## config.mk

```make
export PLATFORM = sky130hd
export DESIGN_NAME = serial_sub8
export DESIGN_NICKNAME = d
export VERILOG_FILES = /design/src/rtl/serial_sub8.sv
export SDC_FILE = /design/constraint.sdc
export NUM_CORES = 1
export LEC_CHECK = 0
export ABC_CLOCK_PERIOD_IN_PS = 2200
export CORE_MARGIN = 3
export CORE_UTILIZATION = 54
export CTS_BUF_LIST = sky130_fd_sc_hd__clkbuf_8
export CTS_CLUSTER_DIAMETER = 60
export DETAILED_ROUTE_END_ITERATION = 12
export PLACE_DENSITY = 0.94
export SKIP_CTS_REPAIR_TIMING = 1
export SYNTH_ARGS = -nofsm -noshare
export SYNTH_HDL_FRONTEND = slang
export SYNTH_SLANG_ARGS = --single-unit
```

## constraint.sdc

```tcl
create_clock -name clk -period 2.2 [get_ports clk]
set_clock_uncertainty 0.1 [all_clocks]
set_input_delay 0.22 -clock clk [delete_from_list [all_inputs] [get_ports clk]]
set_output_delay 0.22 -clock clk [all_outputs]
set_load 0.03 [all_outputs]
```

## src/rtl/serial_sub8.sv

```systemverilog
// serial_sub8: bit-serial subtractor computing d = a - b - bin, LSB first.
// Operands are latched on acceptance and processed one bit per clock, so
// operand changes after acceptance have no effect. Result, borrow-out and
// signed overflow are registered on entry to DONE and held until the
// consumer takes them.
module serial_sub8 #(
  parameter int WIDTH = 8
) (
  input  logic             clk,
  input  logic             rst_n,
  input  logic             in_valid,
  output logic             in_ready,
  input  logic [WIDTH-1:0] a,
  input  logic [WIDTH-1:0] b,
  input  logic             bin,
  output logic             out_valid,
  input  logic             out_ready,
  output logic [WIDTH-1:0] d,
  output logic             bout,
  output logic             ovf
);

  localparam int CW = $clog2(WIDTH);

  typedef enum logic [1:0] {
    IDLE = 2'd0,
    RUN  = 2'd1,
    DONE = 2'd2
  } state_t;

  state_t           state_reg;
  logic [WIDTH-1:0] a_sh_reg;
  logic [WIDTH-1:0] b_sh_reg;
  logic [WIDTH-1:0] res_reg;
  logic [WIDTH-1:0] d_reg;
  logic [CW-1:0]    cnt_reg;
  logic             br_reg;
  logic             amsb_reg;
  logic             bmsb_reg;
  logic             bout_reg;
  logic             ovf_reg;

  // Current bit slice of the serial subtraction
  logic             ai;
  logic             bi;
  logic             di_next;
  logic             br_next;
  logic [WIDTH-1:0] res_next;

  assign ai       = a_sh_reg[0];
  assign bi       = b_sh_reg[0];
  assign di_next  = ai ^ bi ^ br_reg;
  assign br_next  = (~ai & bi) | (~(ai ^ bi) & br_reg);
  assign res_next = {di_next, res_reg[WIDTH-1:1]};

  // Handshake flags are pure decodes of the state register
  assign in_ready  = (state_reg == IDLE);
  assign out_valid = (state_reg == DONE);
  assign d         = d_reg;
  assign bout      = bout_reg;
  assign ovf       = ovf_reg;

  // Control FSM plus serial datapath; outputs only change on entry to DONE
  always_ff @(posedge clk or negedge rst_n) begin
    if (!rst_n) begin
      state_reg <= IDLE;
      a_sh_reg  <= '0;
      b_sh_reg  <= '0;
      res_reg   <= '0;
      d_reg     <= '0;
      cnt_reg   <= '0;
      br_reg    <= 1'b0;
      amsb_reg  <= 1'b0;
      bmsb_reg  <= 1'b0;
      bout_reg  <= 1'b0;
      ovf_reg   <= 1'b0;
    end else begin
      case (state_reg)
        IDLE: begin
          if (in_valid) begin
            a_sh_reg  <= a;
            b_sh_reg  <= b;
            br_reg    <= bin;
            amsb_reg  <= a[WIDTH-1];
            bmsb_reg  <= b[WIDTH-1];
            cnt_reg   <= '0;
            state_reg <= RUN;
          end
        end
        RUN: begin
          a_sh_reg <= a_sh_reg >> 1;
          b_sh_reg <= b_sh_reg >> 1;
          res_reg  <= res_next;
          br_reg   <= br_next;
          cnt_reg  <= cnt_reg + CW'(1);
          if (cnt_reg == CW'(WIDTH - 1)) begin
            // Last bit: di_next is the result MSB, br_next the final borrow
            d_reg     <= res_next;
            bout_reg  <= br_next;
            ovf_reg   <= (amsb_reg ^ bmsb_reg) & (di_next ^ amsb_reg);
            state_reg <= DONE;
          end
        end
        DONE: begin
          if (out_ready) begin
            state_reg <= IDLE;
          end
        end
        default: begin
          state_reg <= IDLE;
        end
      endcase
    end
  end

endmodule

```

Word level (Yosys, flattened, before mapping)
Index checks and enable logic that the tools add are counted.
{"block": "word_totals", "ff_bits": 42, "in_bits": 21, "out_inout_bits": 12, "elab_cells": 46}
{"block": "classes", "add_sub_neg": 1, "n_eq_ne": 6, "muxes": 12, "bitwise": 10, "reduce_logical": 6}
{"op": "$pmux W8 S2", "count": 2}
{"op": "$mux W8", "count": 2}
{"op": "$mux W2", "count": 3}
{"op": "$pmux W2 S3", "count": 1}
{"op": "$pmux W3 S2", "count": 1}
{"op": "$reduce_and A2 Y1", "count": 3}
{"op": "$ne A2 B2 Y1 const B", "count": 2}
{"op": "$xor A1 B1 Y1", "count": 4}
{"op": "$add A3 B1 Y3 const B", "count": 1}
{"op": "$and A1 B1 Y1", "count": 3}
{"op": "$eq A3 B3 Y1 const B", "count": 1}
{"op": "$mux W3", "count": 1}
{"op": "$reduce_and A3 Y1", "count": 1}
{"op": "$eq A2 B1 Y1 const B", "count": 1}
{"op": "$eq A2 B2 Y1 const B", "count": 1}
{"op": "$logic_not A2 Y1", "count": 1}
{"op": "$ne A2 B1 Y1 const B", "count": 1}
{"op": "$not A1 Y1", "count": 2}
{"op": "$pmux W1 S2", "count": 1}
{"op": "$reduce_bool A2 Y1", "count": 1}
{"op": "$mux W1", "count": 1}
{"op": "$or A1 B1 Y1", "count": 1}

Depth between registers and ports, before layout
Gate-level depths: netlist (run 1).
{"block": "logic_depth", "word_depth": 5, "depth_mapped": 6, "mapped_depth_nobuf": 5}

Least setup slack after synthesis (run 1)
OpenSTA, ideal clock, no wires.
{"block": "synth_path", "kind": "register -> register", "start": "register cnt_reg[0]", "end": "register d_reg[3], in the netlist d[3]", "setup_time_ps": 125, "arrival_ps": 1307, "setup_slack_ps": 668, "path_stages_with_launch": 6, "n_path_buf": 1, "path_cell_list": "dfrtp_1 -> ha_1 -> ha_1 -> nand3b_4 -> buf_6 -> mux2_4"}
{"block": "synth_between", "elab_chain_cells": 2}
{"item": "start: declaration", "line_no": "36", "text": "logic [CW-1:0] cnt_reg;"}
{"item": "start signal: assignment", "line_no": "95", "text": "cnt_reg <= cnt_reg + CW'(1);"}
{"item": "$eq A3 B3 Y1", "line_no": "96", "text": "if (cnt_reg == CW'(WIDTH - 1)) begin"}
{"item": "$reduce_and A2 Y1 (no line)"}
{"item": "end signal: assignment", "line_no": "98", "text": "d_reg <= res_next;"}
{"item": "end: declaration", "line_no": "35", "text": "logic [WIDTH-1:0] d_reg;"}
Every way passes these cells.
A chain may end at the register's enable or synchronous reset.

Final worst setup path (run 1)
{"block": "layout_path", "start": "register state_reg[0]", "end": "output in_ready"}
{"block": "layout_between", "elab_chain_cells": 1}
{"item": "start: declaration", "line_no": "31", "text": "state_t state_reg;"}
{"item": "start signal: assignment", "line_no": "66", "text": "state_reg <= IDLE;"}
{"item": "start signal: assignment", "line_no": "87", "text": "state_reg <= RUN;"}
{"item": "start signal: assignment", "line_no": "101", "text": "state_reg <= DONE;"}
{"item": "$logic_not A2 Y1", "line_no": "57", "text": "assign in_ready = (state_reg == IDLE);"}
{"item": "end: declaration", "line_no": "12", "text": "output logic in_ready,"}
Every way passes these cells.

==> results of run 1 <==
[report_power, final]
part	internal (W)	switching, W	leakage [nW]
sequential	0.00107	0.000218	0.524
clock	0.000339	0.000268	0.0543
combinational	0.000605	0.000734	0.496
[cell usage after synthesis (all sizes together)]
master | n | share of area
a21oi | 7 | 0.019
a22o | 2 | 0.0094
a22oi | 12 | 0.049
and2b | 2 | 0.0081
and3b | 2 | 0.0094
buf | 9 | 0.038
clkbuf | 1 | 0.0027
dfrtp | 41 | 0.55
fa | 1 | 0.011
ha | 2 | 0.013
inv | 4 | 0.0081
mux2 | 10 | 0.071
nand2 | 41 | 0.083
nand2b | 2 | 0.0067
nand3b | 1 | 0.011
nor2 | 2 | 0.0041
nor2b | 6 | 0.032
nor3b | 1 | 0.0041
o21ai | 21 | 0.057
o21bai | 1 | 0.010
[final timing paths]
| kind | from | endpoint | slack, ps |
|---|---|---|---|
| max | state_reg[0] | in_ready | 110 |
| min | a_sh_reg[5] | a_sh_reg[5] | 390 |
| max reg2reg | state_reg[0] | a_sh_reg[1] | 450 |
| min reg2reg | a_sh_reg[5] | a_sh_reg[5] | 390 |
| max in group asynchronous | rst_n | res_reg[3] | 980 |
| min in group asynchronous | rst_n | state_reg[1] | 480 |
[placed cells by master (no fill, tap or decap), types with 2 or more instances in the layout]
| cell | synthesis | layout |
|---|---|---|
| a22o_1 | 2 | 2 |
| inv_1 | 4 | 4 |
| clkbuf_8 | 0 | 5 |
| nand2b_1 | 2 | 2 |
| mux2_4 | 5 | 5 |
| nor2_1 | 2 | 2 |
| ha_1 | 2 | 2 |
| nor2b_4 | 3 | 3 |
| nand2_1 | 41 | 41 |
| o21ai_0 | 11 | 11 |
| a22oi_1 | 12 | 12 |
| dfrtp_1 | 41 | 41 |
| o21ai_1 | 10 | 10 |
| and3b_1 | 2 | 2 |
| a21oi_1 | 7 | 7 |
| mux2_2 | 5 | 5 |
| nor2b_1 | 3 | 3 |
| and2b_1 | 2 | 2 |
| clkdlybuf4s50_1 | 0 | 31 |
| buf_4 | 3 | 4 |
[routing by layer]
layer / share of wire / wire, µm
met3: 0.041 / 164
met4: 0.028 / 110
met1: 0.40 / 1610
met2: 0.53 / 2120
met5: 0 / 0
[metrics by stage]
step            util  hold slack (ps)  cells  setup WS (ps)  area, µm²
6_report       0.731              390    247            109       2300
3_3_place_gp   0.691              281    238            465       2180
5_1_grt        0.731              404    247           32.0       2300
3_5_place_dp   0.691              281    238            393       2180
4_1_cts        0.727            -43.3    246            100       2290
2_1_floorplan      -             -176    168            668       1850
[critical path: stages (launching register included)]
cell and delay, ps:
dfrtp_1 480, buf_4 200, nor2_1 110, clkdlybuf4s50_1 680
[layout make-up]
| class | instances | area [µm²] |
|---|---|---|
| Clock buffer | 5 | 68.8 |
| Sequential cell | 41 | 1030 |
| Fill cell | 212 | 850 |
| Multi-Input combinational cell | 113 | 737 |
| Inverter | 4 | 15.0 |
| Timing Repair Buffer | 37 | 355 |
| Clock inverter | 3 | 46.3 |
| Tap cell | 44 | 55.1 |
[cells by family (layout without fill, tap and decap cells)]
kind of cell | count (synthesis) | after routing | synth area share
AND/OR/NAND/NOR | 57 | 57 | 0.159
adder cells (fa/ha/maj) | 3 | 3 | 0.0243
flip-flops | 41 | 41 | 0.553
AO/OA/AOI/OAI | 43 | 43 | 0.144
multiplexers | 10 | 10 | 0.0708
buffers and inverters | 14 | 49 | 0.0492
==> flow_summary_export.csv, run 1 <==
group,metric,value,unit
outcome,status,"finished clean",
logic_synthesis,synth.cell_area,1850,µm²
clock_network,cts_max_path_buffers,2,
setup_path,end_kind,"primary output",
route,drt-vias-per-instance,5.47,
timing,fmax,478,MHz
setup_path,required,1880,ps
layout,area_growth,24.2,%
grt,grt_pass1_vias,1416,
layout,nets,226,
setup_path,critPathKind,"reg -> out",
setup_path,crit_fanout,8,
route,route.antenna.remaining_nets,0,
logic_synthesis,syn_area_per_cell,11.0,µm²
logic_synthesis,yosysWarnings,0,
floorplanning,dieHeight,64.6,µm
run,maxCapViolCount,0,
route,vias,1352,
timing,final-hold-violation-count,0,
logic_synthesis,syn_inst,168,
layout,drive_gt1_frac,0.138,
floorplanning,core,3150,µm²
floorplanning,fp.dieW,64.6,µm
timing,worst-slew-pin-transition,878,ps
grt,busiest_layer,"met2",
power_and_ir_drop,p_per_area,1400,nW/µm²
grt,grt_antenna_before_repair,0,
timing,setup_viol,0,
grt,grt_pass1_wl,6780,µm
clock_network,clk_pin_slew,70,ps
timing,rsz0062_at_grt,"false",
grt,overflow,0,
clock_network,cts_tree,"done",
grt,grt_usage,0.218,
timing,maxSlewHeadroom,0.415,
route,drtIter0Drc,72,
timing,drv_slew,0,
route,avgRoutedWirePerCell,16.2,µm
clock_network,insertion_delay,300,ps
route,drcViolationCount,0,
placed_design,dp_hpwl,2620,µm
placed_design,io_buffer_count,32,
grt,use_met2,0.372,
power_and_ir_drop,total_power,0.00324,W
timing,fin_crit,2090,ps
route,drt_wl_total,4000,µm
clock_network,cts_htree_levels,2,
floorplanning,io_pins,33,
clock_network,cts_buffers,5,
floorplanning,start_util,0.588,
worst_hold_path,hold_path_class,"reg -> reg",
timing,min_period_over_period,0.950,
grt,grt_max_degree,42,
clock_network,root_buffer,"clkbuf_8",
layout,diodes,0,
setup_path,cp-start-kind,"register",
floorplanning,rows,20,
logic_synthesis,synth_seq_area_share,0.553,
logic_synthesis,synth_nets,192,
route,firstDrtPassIters,4,
grt,grt_util_met1,0.262,
power_and_ir_drop,power.leakage,1.07,nW
floorplanning,die-area,4170,µm²
placed_design,gp_congestion,0.772,
logic_synthesis,ys_seq_elements,41,
power_and_ir_drop,peakVddDrop,0.619,mV
timing,tns,0,ps
setup_path,crit_arrival,1770,ps
grt,grt.met3_usage,0.0589,
clock_network,clock_sinks,41,
setup_path,reg2regPathDepth,5,
logic_synthesis,ys_types,25,
worst_hold_path,hold_path_depth,2,
Note: power is estimated with default switching activity, not from simulation.
==> run 2, diff against run 1 <==
ABC_CLOCK_PERIOD_IN_PS = unset   (was 2200)
CORE_MARGIN = 4   (was 3)
SLEW_MARGIN = 20   (was unset)
==> flow_summary_export.csv, run 2 (synthesized netlist as in run 1, its figures left out) <==
group,metric,value,unit
outcome,status,"finished, violations left",
outcome,violations,"negative hold slack",
grt,grt.met3_usage,0.0556,
clock_network,cts_max_path_buffers,2,
setup_path,cp_num_buf_inv,2,
route,drtIter0Drc,87,
grt,use_met2,0.278,
floorplanning,start_util,0.556,
timing,drv_slew,0,
grt,grt_antenna_before_repair,0,
route,vias,1293,
timing,hold-worst-slack,-59.1,ps
placed_design,dp_hpwl,2440,µm
grt,overflow,0,
layout,nets,225,
setup_path,critPathKind,"reg -> out",
power_and_ir_drop,p_sw,0.00116,W
grt,grt_usage,0.182,
power_and_ir_drop,swShare,0.380,
floorplanning,dieHeight,66.6,µm
clock_network,cts_tree,"done",
floorplanning,fp.dieW,66.6,µm
worst_hold_path,hold_path_class,"in -> async",
layout,mostFrequentLayoutCells,"nand2_1 (41), dfrtp_1 (41), clkdlybuf4s50_1 (31)",
setup_path,required,1880,ps
timing,min_period_over_period,0.890,
route,drt-vias-per-instance,5.21,
power_and_ir_drop,power.leakage,1.06,nW
setup_path,path_delay_family,"buffers and inverters",
setup_path,cp-start-kind,"register",
timing,rsz0062_at_grt,"false",
timing,fin_crit,1960,ps
floorplanning,die-area,4440,µm²
power_and_ir_drop,internal-power,0.00189,W
power_and_ir_drop,pwr-share-clk,0.154,
layout,diodes,0,
setup_path,crit_arrival,1640,ps
route,firstDrtPassIters,4,
timing,maxSlewHeadroom,0.414,
clock_network,insertion_delay,290,ps
timing,tns,0,ps
timing,setup_viol,0,
timing,fmax,511,MHz
floorplanning,core,3340,µm²
placed_design,gp_congestion,0.757,
setup_path,r2r_slack,590,ps
clock_network,cts_htree_levels,2,
power_and_ir_drop,combPwrFrac,0.430,
grt,grt_max_degree,42,
setup_path,max_stage_delay,670,ps
floorplanning,io_pins,33,
setup_path,end_kind,"primary output",
clock_network,root_buffer,"clkbuf_8",
grt,grt_pass1_wl,5980,µm
clock_network,clk_pin_slew,80,ps
run,maxCapViolCount,0,
route,route.antenna.remaining_nets,0,
timing,worst-slew-pin-transition,879,ps
power_and_ir_drop,power_frac_seq,0.415,
layout,area_growth,22.3,%
route,drt_wl_total,3470,µm
clock_network,cts_buffers,5,
floorplanning,rows,21,
grt,grt_util_met1,0.243,
setup_path,path_cells,"buf_4, nor2_1, clkdlybuf4s50_1",
clock_network,clock_sinks,41,
power_and_ir_drop,p_per_area,1350,nW/µm²
route,avgRoutedWirePerCell,14.0,µm
route,drcViolationCount,0,
setup_path,crit_fanout,15,
setup_path,crit_slowest_cell,"clkdlybuf4s50_1",
layout,drive_gt1_frac,0.139,
grt,grt_pass1_vias,1298,
power_and_ir_drop,peakVddDrop,0.649,mV
grt,busiest_layer,"met2",
placed_design,io_buffer_count,32,
setup_path,critPathLaunch,"state_reg[0]",
timing,final-hold-violation-count,41,
setup_path,r2r_start,"cnt_reg[0]",
## run 2: changes by cell type in the layout (fill, tap and decap cells not counted), sizes merged
cell and delta:
bufinv -1, clkinv +1, dlygate4sd3 -1
## run 2: cell type report
| cell class | count | area, µm² |
|---|---|---|
| inverter | 4 | 15.0 |
| clock inverter | 3 | 17.5 |
| clock buffer | 5 | 68.8 |
| tap | 46 | 57.6 |
| sequential | 41 | 1030 |
| fill | 253 | 1070 |
| timing repair buffer | 36 | 345 |
| multi-input combinational | 113 | 737 |
## run 2: final timing paths
check / end / depth (start not counted)
setup reg to reg: d[1] / 4
max in group asynchronous: a_sh_reg[4] / 1
hold reg to reg: res_reg[1] / 2
hold / removal: d[3] / 1
setup / recovery: in_ready / 3
min in group clk: res_reg[1] / 2
## run 2: power by group through the flow
stage	registers, W	clock network [W]	logic (W)
2_1_floorplan	0.00139	0	0.000818
3_3_place_gp	0.00126	0	0.00126
3_5_place_dp	0.00128	0	0.00133
4_1_cts	0.00127	0.000484	0.00133
5_1_grt	0.00131	0.000518	0.00147
6_report	0.00127	0.000471	0.00131
## run 2: stage by stage
stage | worst slack (ps) | power, W | utilization | instance area (µm²) | std cells
final | 242 | 0.00305 | 0.679 | 2270 | 248
after global routing | 136 | 0.00330 | 0.679 | 2270 | 248
after CTS | 221 | 0.00308 | 0.679 | 2270 | 248
after detailed placement | 448 | 0.00261 | 0.654 | 2180 | 240
after global placement | 454 | 0.00252 | 0.654 | 2180 | 240
after floorplan | 668 | 0.00221 | - | 1850 | 168
## run 2: per-layer routing
layer  wire [µm]  vias to the layer above  share of wire
met5           0                        -              0
met4          48                        0          0.014
met3         145                        7          0.042
met2        1770                       31           0.51
met1        1510                      622           0.44
li1            -                      633              -
==> run 3, diff against run 2 <==
CELL_PAD_IN_SITES_DETAIL_PLACEMENT = 1   (was unset)
CELL_PAD_IN_SITES_GLOBAL_PLACEMENT = 1   (was unset)
CORE_UTILIZATION = 42   (was 54)
PLACE_DENSITY = 0.93   (was 0.94)
==> flow_summary_export.csv, run 3 (synthesized netlist as in run 1, its figures left out) <==
group,metric,value,unit
outcome,status,"finished clean",
clock_network,insertion_delay,280,ps
setup_path,r2r_end,"d[2]",
timing,worst-slew-pin-transition,521,ps
power_and_ir_drop,p_per_area,1390,nW/µm²
floorplanning,start_util,0.447,
floorplanning,core,4140,µm²
setup_path,max_stage_delay,660,ps
route,vias,1360,
floorplanning,io_pins,33,
route,drcViolationCount,0,
setup_path,path_delay_family,"buffers and inverters",
clock_network,cts_buffers,5,
route,drtIter0Drc,77,
route,route.antenna.remaining_nets,0,
timing,drv_slew,0,
clock_network,clock_sinks,41,
run,maxCapViolCount,0,
clock_network,clk_pin_slew,80,ps
floorplanning,die-area,5540,µm²
layout,area_growth,24.0,%
timing,setup_viol,0,
placed_design,placed_cell_area,2190,µm²
route,drt_wl_total,4320,µm
grt,grt_max_degree,42,
grt,grt_pass1_wl,7200,µm
clock_network,cts_tree,"done",
power_and_ir_drop,power.leakage,1.07,nW
setup_path,crit_arrival,1660,ps
layout,nets,226,
timing,final-hold-violation-count,0,
clock_network,root_buffer,"clkbuf_8",
setup_path,end_kind,"primary output",
placed_design,gp_congestion,0.766,
timing,fin_crit,1980,ps
placed_design,io_buffer_count,32,
timing,final.setup.worst_slack,221,ps
timing,min_period_over_period,0.900,
floorplanning,dieHeight,74.4,µm
layout,mostFrequentLayoutCells,"nand2_1 (41), dfrtp_1 (41), clkdlybuf4s50_1 (31)",
setup_path,r2r_start,"cnt_reg[0]",
layout,diodes,0,
layout,drive_gt1_frac,0.134,
floorplanning,fp.dieW,74.4,µm
setup_path,cp-start-kind,"register",
worst_hold_path,min-delay-start,"a_sh_reg[4]",
route,firstDrtPassIters,4,
setup_path,required,1880,ps
placed_design,post-place-cells,244,
setup_path,r2r_slack,590,ps
route,drt-vias-per-instance,5.40,
setup_path,reg2regPathDepth,4,
setup_path,critPathKind,"reg -> out",
setup_path,cp_num_buf_inv,2,
worst_hold_path,min_to,"a_sh_reg[4]",
setup_path,crit_slowest_cell,"clkdlybuf4s50_1",
layout,nFillCells,453,
placed_design,dp_slack,394,ps
timing,maxSlewHeadroom,0.652,
placed_design,dp_hpwl,2950,µm
route,avgRoutedWirePerCell,17.1,µm
clock_network,cts_max_path_buffers,2,
timing,tns,0,ps
setup_path,path_cells,"nand2b_1, inv_1, clkdlybuf4s50_1",
clock_network,cts_htree_levels,2,
setup_path,crit_fanout,6,
timing,rsz0062_at_grt,"false",
timing,fmax,505,MHz
grt,overflow,0,
power_and_ir_drop,peakVddDrop,0.477,mV
worst_hold_path,hold_path_depth,2,
grt,grt_pass1_vias,1468,
grt,grt_antenna_before_repair,0,
worst_hold_path,hold_path_class,"reg -> reg",
grt,grt_usage,0.174,
floorplanning,rows,23,
layout,final_area,2300,µm²
layout,final_cells,252,
## run 3: area by class of cell
| type | count | area [µm²] | share of cell area |
|---|---|---|---|
| inverter | 4 | 15.0 | 0.00653 |
| clock buffer | 5 | 68.8 | 0.0299 |
| clock inverter | 2 | 35.0 | 0.0152 |
| timing repair buffer | 37 | 355 | 0.155 |
| multi-input combinational | 113 | 737 | 0.320 |
| sequential | 41 | 1030 | 0.446 |
| tap | 50 | 62.6 | 0.0272 |
## run 3: layer usage
metal	vias up	wire, µm	track usage
li1	638	-	-
met1	700	1810	0.208
met2	18	2350	0.317
met3	4	106	0.0243
met4	0	50	0.0652
met5	-	0	0
## run 3: where the power goes
group	leakage [nW]	total [W]	internal (W)	switching [W]
registers	0.524	0.00128	0.00107	0.000205
clock network	0.0540	0.000579	0.000330	0.000249
logic	0.495	0.00134	0.000601	0.000742
## run 3: worst max-delay path by stage
stage | start | endpoint | slack, ps | depth (start not counted)
after floorplan | cnt_reg[0] | d[3] | 670 | 5
after global placement | in_valid | bmsb_reg | 450 | 4
after detailed placement | in_valid | amsb_reg | 390 | 4
after CTS | state_reg[0] | out_valid | 210 | 3
after global routing | state_reg[0] | out_valid | 150 | 3
final | state_reg[0] | out_valid | 220 | 3
## run 3: through the flow
step                total power (W)   util  hold slack [ps]
floorplan                   0.00221      -             -176
global placement            0.00254  0.527              212
detailed placement          0.00264  0.527              223
CTS                         0.00325  0.553            -92.0
global route                0.00344  0.555              395
finish                      0.00320  0.555              391
## run 3: tightest hold or removal path: cells and delay by family, from the launching register on
kind | cells | cell delay, ps
simple gates | 1 | 50
compound gates | 1 | 60
flops | 1 | 350
